### src/rtl/simd_pkg.sv
// simd_pkg: shared definitions for the SIMD integer execution unit.
//   - opcode constants OP_ADD..OP_ANY (10..15 are reserved and yield 0)
//   - state encoding of the EMPTY / MUL / FULL control machine
//   - lane_lsb(): bit position of the least significant bit of a lane
package simd_pkg;

    localparam logic [3:0] OP_ADD = 4'd0;
    localparam logic [3:0] OP_MUL = 4'd1;
    localparam logic [3:0] OP_SH  = 4'd2;
    localparam logic [3:0] OP_SLT = 4'd3;
    localparam logic [3:0] OP_AND = 4'd4;
    localparam logic [3:0] OP_OR  = 4'd5;
    localparam logic [3:0] OP_XOR = 4'd6;
    localparam logic [3:0] OP_NOT = 4'd7;
    localparam logic [3:0] OP_NEG = 4'd8;
    localparam logic [3:0] OP_ANY = 4'd9;

    typedef enum logic [1:0] {
        ST_EMPTY = 2'b00,
        ST_MUL   = 2'b01,
        ST_FULL  = 2'b10
    } state_t;

    // Lane i occupies bits [lane_lsb(i, lane_w) +: lane_w] of a word.
    function automatic int unsigned lane_lsb(input int unsigned lane,
                                             input int unsigned lane_w);
        lane_lsb = lane * lane_w;
    endfunction

endpackage

### src/rtl/simd_lane_alu.sv
// simd_lane_alu: combinational single-lane ALU for the arithmetic ops that
// need lane-local behaviour (ADD, SH, SLT, NEG, ANY). Any other opcode gives
// a zero result and zero carry. Instantiated once per lane for packed mode
// and once at full word width for scalar mode.
// Ports:
//   op     in  4   opcode
//   a      in  W   first operand
//   b      in  W   second operand (signed shift amount for SH)
//   res    out W   lane result
//   carry  out 1   carry-out of ADD, 0 otherwise
module simd_lane_alu
    import simd_pkg::*;
#(
    parameter int W = 8
) (
    input  logic [3:0]   op,
    input  logic [W-1:0] a,
    input  logic [W-1:0] b,
    output logic [W-1:0] res,
    output logic         carry
);

    // Lane width as a W+1 bit value so a W-bit shift magnitude compares cleanly.
    localparam logic [W:0] LIM = (W+1)'(W);

    logic [W:0]   sum_s;
    logic [W-1:0] mag_s;
    logic [W-1:0] sh_s;

    // Sum with carry, and magnitude of a negative shift amount (the most
    // negative value maps to 2^(W-1), which is still >= W and gives 0).
    always_comb begin
        sum_s = {1'b0, a} + {1'b0, b};
        mag_s = ~b + {{(W-1){1'b0}}, 1'b1};
    end

    // Signed shift: positive = left, negative = logical right, |amt| >= W -> 0.
    always_comb begin
        sh_s = {W{1'b0}};
        if (b[W-1]) begin
            if ({1'b0, mag_s} >= LIM) begin
                sh_s = {W{1'b0}};
            end else begin
                sh_s = a >> mag_s;
            end
        end else begin
            if ({1'b0, b} >= LIM) begin
                sh_s = {W{1'b0}};
            end else begin
                sh_s = a << b;
            end
        end
    end

    // Result and carry selection.
    always_comb begin
        res   = {W{1'b0}};
        carry = 1'b0;
        case (op)
            OP_ADD: begin
                res   = sum_s[W-1:0];
                carry = sum_s[W];
            end
            OP_SH:  res = sh_s;
            OP_SLT: begin
                if ($signed(a) < $signed(b)) begin
                    res = {{(W-1){1'b0}}, 1'b1};
                end else begin
                    res = {W{1'b0}};
                end
            end
            OP_NEG: res = ~a + {{(W-1){1'b0}}, 1'b1};
            OP_ANY: begin
                if (|a) begin
                    res = {W{1'b1}};
                end else begin
                    res = {W{1'b0}};
                end
            end
            default: begin
                res   = {W{1'b0}};
                carry = 1'b0;
            end
        endcase
    end

endmodule

### src/rtl/simd_int_exec.sv
// simd_int_exec: SIMD integer execution unit with registered output and
// valid/ready handshakes on both sides. Operates on LANES lanes of LANE_W
// bits (packed) or on the whole WORD_W-bit word (scalar). MUL is an iterative
// shift-add multiplier taking one edge per multiplier bit.
// Ports:
//   clk, reset              clock; asynchronous active-high reset
//   in_valid / in_ready     operation handshake (transfer when both high)
//   in_op, in_packed        opcode; 1 = per lane, 0 = whole word
//   in_a, in_b, in_tag      operands and destination tag
//   out_valid / out_ready   result handshake (drain when both high)
//   out_result, out_tag     registered result and its tag
//   out_carry               per-lane ADD carry (bit 0 in scalar mode)
module simd_int_exec
    import simd_pkg::*;
#(
    parameter  int LANES  = 2,
    parameter  int LANE_W = 8,
    localparam int WORD_W = LANES * LANE_W
) (
    input  logic              clk,
    input  logic              reset,
    input  logic              in_valid,
    output logic              in_ready,
    input  logic [3:0]        in_op,
    input  logic              in_packed,
    input  logic [WORD_W-1:0] in_a,
    input  logic [WORD_W-1:0] in_b,
    input  logic [3:0]        in_tag,
    output logic              out_valid,
    input  logic              out_ready,
    output logic [WORD_W-1:0] out_result,
    output logic [3:0]        out_tag,
    output logic [LANES-1:0]  out_carry
);

    localparam int CNT_W = $clog2(WORD_W + 1);
    localparam logic [CNT_W-1:0] K_PACKED = CNT_W'(LANE_W);
    localparam logic [CNT_W-1:0] K_SCALAR = CNT_W'(WORD_W);

    state_t state_r;
    state_t next_state_s;

    logic              accept_s;
    logic              load_alu_s;
    logic              load_mul_s;
    logic              mul_step_s;
    logic              mul_done_s;
    logic              drain_s;

    logic [WORD_W-1:0] pk_res_s;
    logic [LANES-1:0]  pk_carry_s;
    logic [WORD_W-1:0] sc_res_s;
    logic              sc_carry_s;
    logic [WORD_W-1:0] alu_result_s;
    logic [LANES-1:0]  alu_carry_s;

    logic [CNT_W-1:0]  cnt_r;
    logic [WORD_W-1:0] acc_r;
    logic [WORD_W-1:0] mcand_r;
    logic [WORD_W-1:0] mplier_r;
    logic              mul_packed_r;
    logic [3:0]        mul_tag_r;

    logic [WORD_W-1:0] pk_add_s;
    logic [WORD_W-1:0] pk_acc_next_s;
    logic [WORD_W-1:0] pk_mcand_next_s;
    logic [WORD_W-1:0] pk_mplier_next_s;
    logic [WORD_W-1:0] sc_acc_next_s;
    logic [WORD_W-1:0] sc_mcand_next_s;
    logic [WORD_W-1:0] sc_mplier_next_s;
    logic [WORD_W-1:0] acc_next_s;
    logic [WORD_W-1:0] mcand_next_s;
    logic [WORD_W-1:0] mplier_next_s;

    logic              out_valid_r;
    logic [WORD_W-1:0] out_result_r;
    logic [3:0]        out_tag_r;
    logic [LANES-1:0]  out_carry_r;

    // Never ready while multiplying; ready in FULL only if the result drains.
    assign in_ready = (state_r == ST_EMPTY) || ((state_r == ST_FULL) && out_ready);
    assign accept_s = in_valid && in_ready;

    assign out_valid  = out_valid_r;
    assign out_result = out_result_r;
    assign out_tag    = out_tag_r;
    assign out_carry  = out_carry_r;

    // ------------------------------------------------------------------
    // Lane ALUs: one per lane for packed mode, one word-wide for scalar.
    // ------------------------------------------------------------------
    for (genvar i = 0; i < LANES; i++) begin : g_lane
        simd_lane_alu #(.W(LANE_W)) u_lane_alu (
            .op    (in_op),
            .a     (in_a[lane_lsb(i, LANE_W) +: LANE_W]),
            .b     (in_b[lane_lsb(i, LANE_W) +: LANE_W]),
            .res   (pk_res_s[lane_lsb(i, LANE_W) +: LANE_W]),
            .carry (pk_carry_s[i])
        );
    end

    simd_lane_alu #(.W(WORD_W)) u_word_alu (
        .op    (in_op),
        .a     (in_a),
        .b     (in_b),
        .res   (sc_res_s),
        .carry (sc_carry_s)
    );

    // Single-cycle result: bitwise ops ignore in_packed; MUL and reserved give 0.
    always_comb begin
        alu_result_s = {WORD_W{1'b0}};
        alu_carry_s  = {LANES{1'b0}};
        case (in_op)
            OP_AND: alu_result_s = in_a & in_b;
            OP_OR:  alu_result_s = in_a | in_b;
            OP_XOR: alu_result_s = in_a ^ in_b;
            OP_NOT: alu_result_s = ~in_a;
            OP_ADD, OP_SH, OP_SLT, OP_NEG, OP_ANY: begin
                if (in_packed) begin
                    alu_result_s = pk_res_s;
                    alu_carry_s  = pk_carry_s;
                end else begin
                    alu_result_s   = sc_res_s;
                    alu_carry_s[0] = sc_carry_s;
                end
            end
            default: begin
                alu_result_s = {WORD_W{1'b0}};
                alu_carry_s  = {LANES{1'b0}};
            end
        endcase
    end

    // ------------------------------------------------------------------
    // Shift-add multiplier step. Multiplicand shifts left and multiplier
    // shifts right inside each lane, so no bits cross lane boundaries.
    // ------------------------------------------------------------------
    for (genvar i = 0; i < LANES; i++) begin : g_mul_lane
        localparam int LSB = lane_lsb(i, LANE_W);
        assign pk_add_s[LSB +: LANE_W] = mplier_r[LSB] ? mcand_r[LSB +: LANE_W]
                                                       : {LANE_W{1'b0}};
        assign pk_acc_next_s[LSB +: LANE_W]    = acc_r[LSB +: LANE_W] + pk_add_s[LSB +: LANE_W];
        assign pk_mcand_next_s[LSB +: LANE_W]  = {mcand_r[LSB +: LANE_W-1], 1'b0};
        assign pk_mplier_next_s[LSB +: LANE_W] = {1'b0, mplier_r[LSB+1 +: LANE_W-1]};
    end

    assign sc_acc_next_s    = acc_r + (mplier_r[0] ? mcand_r : {WORD_W{1'b0}});
    assign sc_mcand_next_s  = {mcand_r[WORD_W-2:0], 1'b0};
    assign sc_mplier_next_s = {1'b0, mplier_r[WORD_W-1:1]};

    // Pick the packed or scalar multiplier step for the operation in flight.
    always_comb begin
        if (mul_packed_r) begin
            acc_next_s    = pk_acc_next_s;
            mcand_next_s  = pk_mcand_next_s;
            mplier_next_s = pk_mplier_next_s;
        end else begin
            acc_next_s    = sc_acc_next_s;
            mcand_next_s  = sc_mcand_next_s;
            mplier_next_s = sc_mplier_next_s;
        end
    end

    // ------------------------------------------------------------------
    // Control state machine.
    // ------------------------------------------------------------------

    // State register.
    always_ff @(posedge clk or posedge reset) begin
        if (reset) begin
            state_r <= ST_EMPTY;
        end else begin
            state_r <= next_state_s;
        end
    end

    // Next-state and datapath load controls.
    always_comb begin
        next_state_s = state_r;
        load_alu_s   = 1'b0;
        load_mul_s   = 1'b0;
        mul_step_s   = 1'b0;
        mul_done_s   = 1'b0;
        drain_s      = 1'b0;
        case (state_r)
            ST_EMPTY, ST_FULL: begin
                if (accept_s) begin
                    if (in_op == OP_MUL) begin
                        next_state_s = ST_MUL;
                        load_mul_s   = 1'b1;
                    end else begin
                        next_state_s = ST_FULL;
                        load_alu_s   = 1'b1;
                    end
                end else if ((state_r == ST_FULL) && out_ready) begin
                    next_state_s = ST_EMPTY;
                    drain_s      = 1'b1;
                end else begin
                    next_state_s = state_r;
                end
            end
            ST_MUL: begin
                mul_step_s = 1'b1;
                // Counter was loaded with K; the K-th step finishes the product.
                if (cnt_r <= CNT_W'(1)) begin
                    next_state_s = ST_FULL;
                    mul_done_s   = 1'b1;
                end else begin
                    next_state_s = ST_MUL;
                end
            end
            default: begin
                next_state_s = ST_EMPTY;
            end
        endcase
    end

    // Multiplier operand, accumulator and iteration-counter registers.
    always_ff @(posedge clk or posedge reset) begin
        if (reset) begin
            cnt_r        <= {CNT_W{1'b0}};
            acc_r        <= {WORD_W{1'b0}};
            mcand_r      <= {WORD_W{1'b0}};
            mplier_r     <= {WORD_W{1'b0}};
            mul_packed_r <= 1'b0;
            mul_tag_r    <= 4'd0;
        end else if (load_mul_s) begin
            cnt_r        <= in_packed ? K_PACKED : K_SCALAR;
            acc_r        <= {WORD_W{1'b0}};
            mcand_r      <= in_a;
            mplier_r     <= in_b;
            mul_packed_r <= in_packed;
            mul_tag_r    <= in_tag;
        end else if (mul_step_s) begin
            cnt_r        <= cnt_r - CNT_W'(1);
            acc_r        <= acc_next_s;
            mcand_r      <= mcand_next_s;
            mplier_r     <= mplier_next_s;
        end else begin
            cnt_r        <= cnt_r;
            acc_r        <= acc_r;
        end
    end

    // Output register: loads on a single-cycle accept or multiply completion,
    // clears valid on drain, otherwise holds everything stable.
    always_ff @(posedge clk or posedge reset) begin
        if (reset) begin
            out_valid_r  <= 1'b0;
            out_result_r <= {WORD_W{1'b0}};
            out_tag_r    <= 4'd0;
            out_carry_r  <= {LANES{1'b0}};
        end else if (load_alu_s) begin
            out_valid_r  <= 1'b1;
            out_result_r <= alu_result_s;
            out_tag_r    <= in_tag;
            out_carry_r  <= alu_carry_s;
        end else if (mul_done_s) begin
            out_valid_r  <= 1'b1;
            out_result_r <= acc_next_s;
            out_tag_r    <= mul_tag_r;
            out_carry_r  <= {LANES{1'b0}};
        end else if (drain_s || load_mul_s) begin
            out_valid_r  <= 1'b0;
        end else begin
            out_valid_r  <= out_valid_r;
        end
    end

endmodule
### config.mk
export PLATFORM = sky130hd
export DESIGN_NAME = simd_int_exec
export DESIGN_NICKNAME = d
export VERILOG_FILES = /design/src/rtl/simd_pkg.sv /design/src/rtl/simd_lane_alu.sv /design/src/rtl/simd_int_exec.sv
export SDC_FILE = /design/constraint.sdc
export NUM_CORES = 1
export LEC_CHECK = 0
export ABC_CLOCK_PERIOD_IN_PS = 7470
export CAP_MARGIN = 20
export CORE_UTILIZATION = 60
export CTS_CLUSTER_SIZE = 16
export DETAILED_ROUTE_END_ITERATION = 10
export DONT_BUFFER_PORTS = 1
export GPL_TIMING_DRIVEN = 0
export PLACE_DENSITY = 0.76
export SLEW_MARGIN = 20
export SYNTH_ARGS = -nofsm -noshare
export SYNTH_HDL_FRONTEND = slang
export SYNTH_SLANG_ARGS = --single-unit
### constraint.sdc
create_clock -name clk -period 7.47 [get_ports clk]
set_input_delay 1.494 -clock clk [delete_from_list [all_inputs] [get_ports clk]]
set_output_delay 1.494 -clock clk [all_outputs]
set_load 0.02 [all_outputs]
==> flow_summary_export.csv <==
group,metric,value,unit
yosys,ys.flop_type,"dfrtp_1",
yosys,synth_top_area_share,19.73,%
yosys,synth_top_family_by_area,"compound AO/OA/AOI/OAI gates",
placement,io_buffers,0,
timing,fin_crit_sh,75.31,%
timing,tns,0,ns
finish,drive_gt1_share,6.609,%
setup_path,critPathMostFrequentCell,"buf_2",
clocking,cts_buffers,9,
yosys,async_reset_ff_share,100.0,%
global_route,grt_max_degree,59,
clocking,htreeDepth,3,
power_and_ir_drop,cellPowerDensity,205.5,mW/mm²
global_route,antenna_found_initial,1,
drt,wl_met2,19510,µm
setup_path,critical_path_buf_inv_count,7,
timing,timing.hold.ws,0.4853,ns
timing,setup_viol,0,
setup_path,slowest_delay,0.59,ns
yosys,synth_cells,1374,
setup_path,start_kind,"input pin",
setup_path,cp.depth,15,
timing,maxSlewHeadroom,17.47,%
drt,drc,1,
run,maxCapViolCount,0,
setup_path,cp_top_family,"buffers and inverters",
setup_path,critPathKind,"in -> reg",
floorplan,die_x,134.4,µm
drt,avgRoutedWirePerCell,27.66,µm
power_and_ir_drop,p_leak,4.729,nW
setup_path,cp-end-kind,"flop",
global_route,overflow,0,
yosys,synth_edf_count,0,
placement,gp_congestion,1.065,
clocking,clock-sinks,83,
floorplan,die-area,0.01808,mm²
floorplan,die_h,134.4,µm
timing,rsz0062_at_grt,"no",
power_and_ir_drop,peakVddDrop,0.1956,mV
finish,mostFrequentLayoutCells,"nand2_1 (196), o21ai_0 (99), a21oi_1 (90)",
clocking,clockBufferDepth,2,
finish,final_cell_area,0.01116,mm²
drt,postRouteAntennaNets,0,
yosys,synthXorXnorAreaFrac,4.743,%
floorplan,placementRows,48,
timing,min_period,5.626,ns
setup_path,crit_path_top_delay_cell,"buf_1",
yosys,synth_compound_area_share,27.08,%
placement,dp.cells,1601,
drt,routed_wl,44720,µm
yosys,yosys_register_bits,83,
floorplan,io_pins,69,
clocking,cts_root_buffer,"clkbuf_16",
yosys,avgSynthCellArea,7.660,µm²
clocking,clk_latency,0.35,ns
yosys,yosys_warnings,0,
yosys,synthAdderAreaFrac,9.914,%
drt,wl_met3,6077,µm
drt,drt-met1-wl,16060,µm
yosys,synth_area,0.01053,mm²
placement,place_area,0.01085,mm²
setup_path,reg2regPathDepth,10,
yosys,ys_seq_area_share,19.73,%
yosys,synth_mux_area_share,9.665,%
timing,skew,0.006986,ns
finish,diodes,0,
yosys,synth_simple_gate_area_share,22.63,%
setup_path,cp.required,7.73,ns
global_route,grt_usage,49.87,%
clocking,cts_tree,"yes",
drt,vias_per_cell,7.310,
yosys,ys_types,87,
finish,layout_commonest_cell,"nand2_1",
global_route,grt_pass1_wl,66850,µm
setup_path,path_max_fanout,10,
timing,worstMarginPinSlew,1.233,ns
yosys,yosysTopAreaCell,"dfrtp_1",
clocking,clk_pin_slew,0.06,ns
finish,syn_to_final_growth,6.063,%
clocking,cts_setup_buffers,0,
clocking,cts_resized,0,
floorplan,start_util,61.06,%
drt,drt_iter0_drc,1786,
drt,route.top_layer_used,"met5",
drt,drt_first_pass_iters,11,
finish,fin_util,64.76,%
worst_hold_path,min_path_cells,2,
global_route,first_global_vias,11270,
timing,slew_violations,0,
yosys,synthTopCellsByArea,"dfrtp_1 (20%), ha_1 (9.2%), nand2_1 (7.0%)",
timing,clock.fmax,177.8,MHz
floorplan,core_area,0.01724,mm²
timing,hold_viol_final,0,
status,violations,"DRC",
clocking,ctsHoldBuffers,0,
status,status,"finished with violations",
worst_hold_path,hp-class,"reg -> reg",
yosys,synth_fp_nets,1500,
placement,hpwl,34440,µm
setup_path,arrival,5.89,ns
drt,vias,11820,
setup_path,crit_chain,"buf_2 > buf_2 > buf_1 > inv_1 > ha_1 > buf_2 > buf_1 > clkbuf_1 > nand2_1 > o211a_1 > a21oi_1 > a311oi_1 > o41ai_1 > a21oi_1 > o21ai_0",
finish,fin_nets,1513,
finish,fin_cells,1617,
[tightest hold or removal path: cells and delay by family, from the launching register on]
family           cells  cell delay, ns
flip-flops           1            0.34
AND/OR/NAND/NOR      2            0.11
[state kept, by name, summed over array words and instances, names as in the netlist]
signal and count:
out_carry 2, cnt_r 5, mplier_r 16, out_valid 1, mcand_r 16, out_tag 4
mul_packed_r 1, acc_r 16, mul_tag_r 4, state_r 2, out_result 16
[synthesized netlist by cell type, types with 5 or more instances]
library cell,number
a311oi_1,5
a21oi_1,90
buf_2,8
nand2_1,196
a21boi_0,7
o221ai_1,6
a22oi_1,32
nand4_1,6
nor2b_1,14
nor3_1,41
a221oi_1,7
nand2b_1,8
mux4_2,20
a211o_1,6
inv_1,61
buf_1,12
o21a_1,6
and3_1,16
xnor2_1,43
or3_1,7
a41oi_1,5
nand3_1,41
mux2_2,13
a211oi_1,24
o41ai_1,5
xor2_1,14
and2_1,29
ha_1,77
o22ai_1,16
a21o_1,14
a31oi_1,19
or4_1,6
clkbuf_1,77
dfrtp_1,83
o31ai_1,8
o211ai_1,21
mux2i_1,42
o211a_1,8
nor4_1,11
or2_2,5
nor2_1,78
o21ai_0,99
[layer usage]
metal | vias to the layer above | track usage [%]
li1 | 5081 | -
met1 | 5505 | 60.42
met2 | 987 | 77.55
met3 | 245 | 14.47
met4 | 2 | 31.90
met5 | - | 0
[report_power, final]
| group | total [W] | leakage, nW | internal (W) | switching (W) |
|---|---|---|---|---|
| sequential | 0.000765 | 1.06 | 0.000602 | 0.000163 |
| combinational | 0.00107 | 3.53 | 0.000394 | 0.000678 |
| clock | 0.000457 | 0.134 | 0.000261 | 0.000196 |
[cell type report]
type / instances / area, µm²
Clock buffer: 9 / 225.2
Tap cell: 225 / 281.5
Fill cell: 1529 / 6073
Buffer: 100 / 407.9
Inverter: 66 / 250.2
Clock inverter: 7 / 77.57
Multi-Input combinational cell: 1125 / 7811
Timing Repair Buffer: 2 / 32.53
Sequential cell: 83 / 2077
[through the flow]
step	total power [W]	setup slack, ns
6_report	0.002294	1.844
3_5_place_dp	0.001781	1.682
3_3_place_gp	0.001734	1.767
4_1_cts	0.002243	2.045
2_1_floorplan	0.001476	2.804
5_1_grt	0.002414	1.666
[cell families after synthesis]
group | count (synthesis)
compound gates | 426
xor+xnor | 57
fa+ha+maj | 81
buf+inv | 166
flops | 83
mux | 75
simple gates | 486
[path summary, 6_finish.rpt]
kind	slack, ns	from	endpoint
hold reg to reg	0.49	mplier_r[9]$_DFFE_PP0P_	mplier_r[9]$_DFFE_PP0P_
hold / removal	0.49	mplier_r[9]$_DFFE_PP0P_	mplier_r[9]$_DFFE_PP0P_
min in group asynchronous	0.99	reset	out_tag[1]$_DFFE_PP0P_
setup reg to reg	3.87	mplier_r[0]$_DFFE_PP0P_	out_result[14]$_DFFE_PP0P_
max in group asynchronous	5.86	reset	out_result[3]$_DFFE_PP0P_
setup / recovery	1.84	in_b[1]	out_result[6]$_DFFE_PP0P_
No activity file was read; power rests on OpenSTA's default activity.
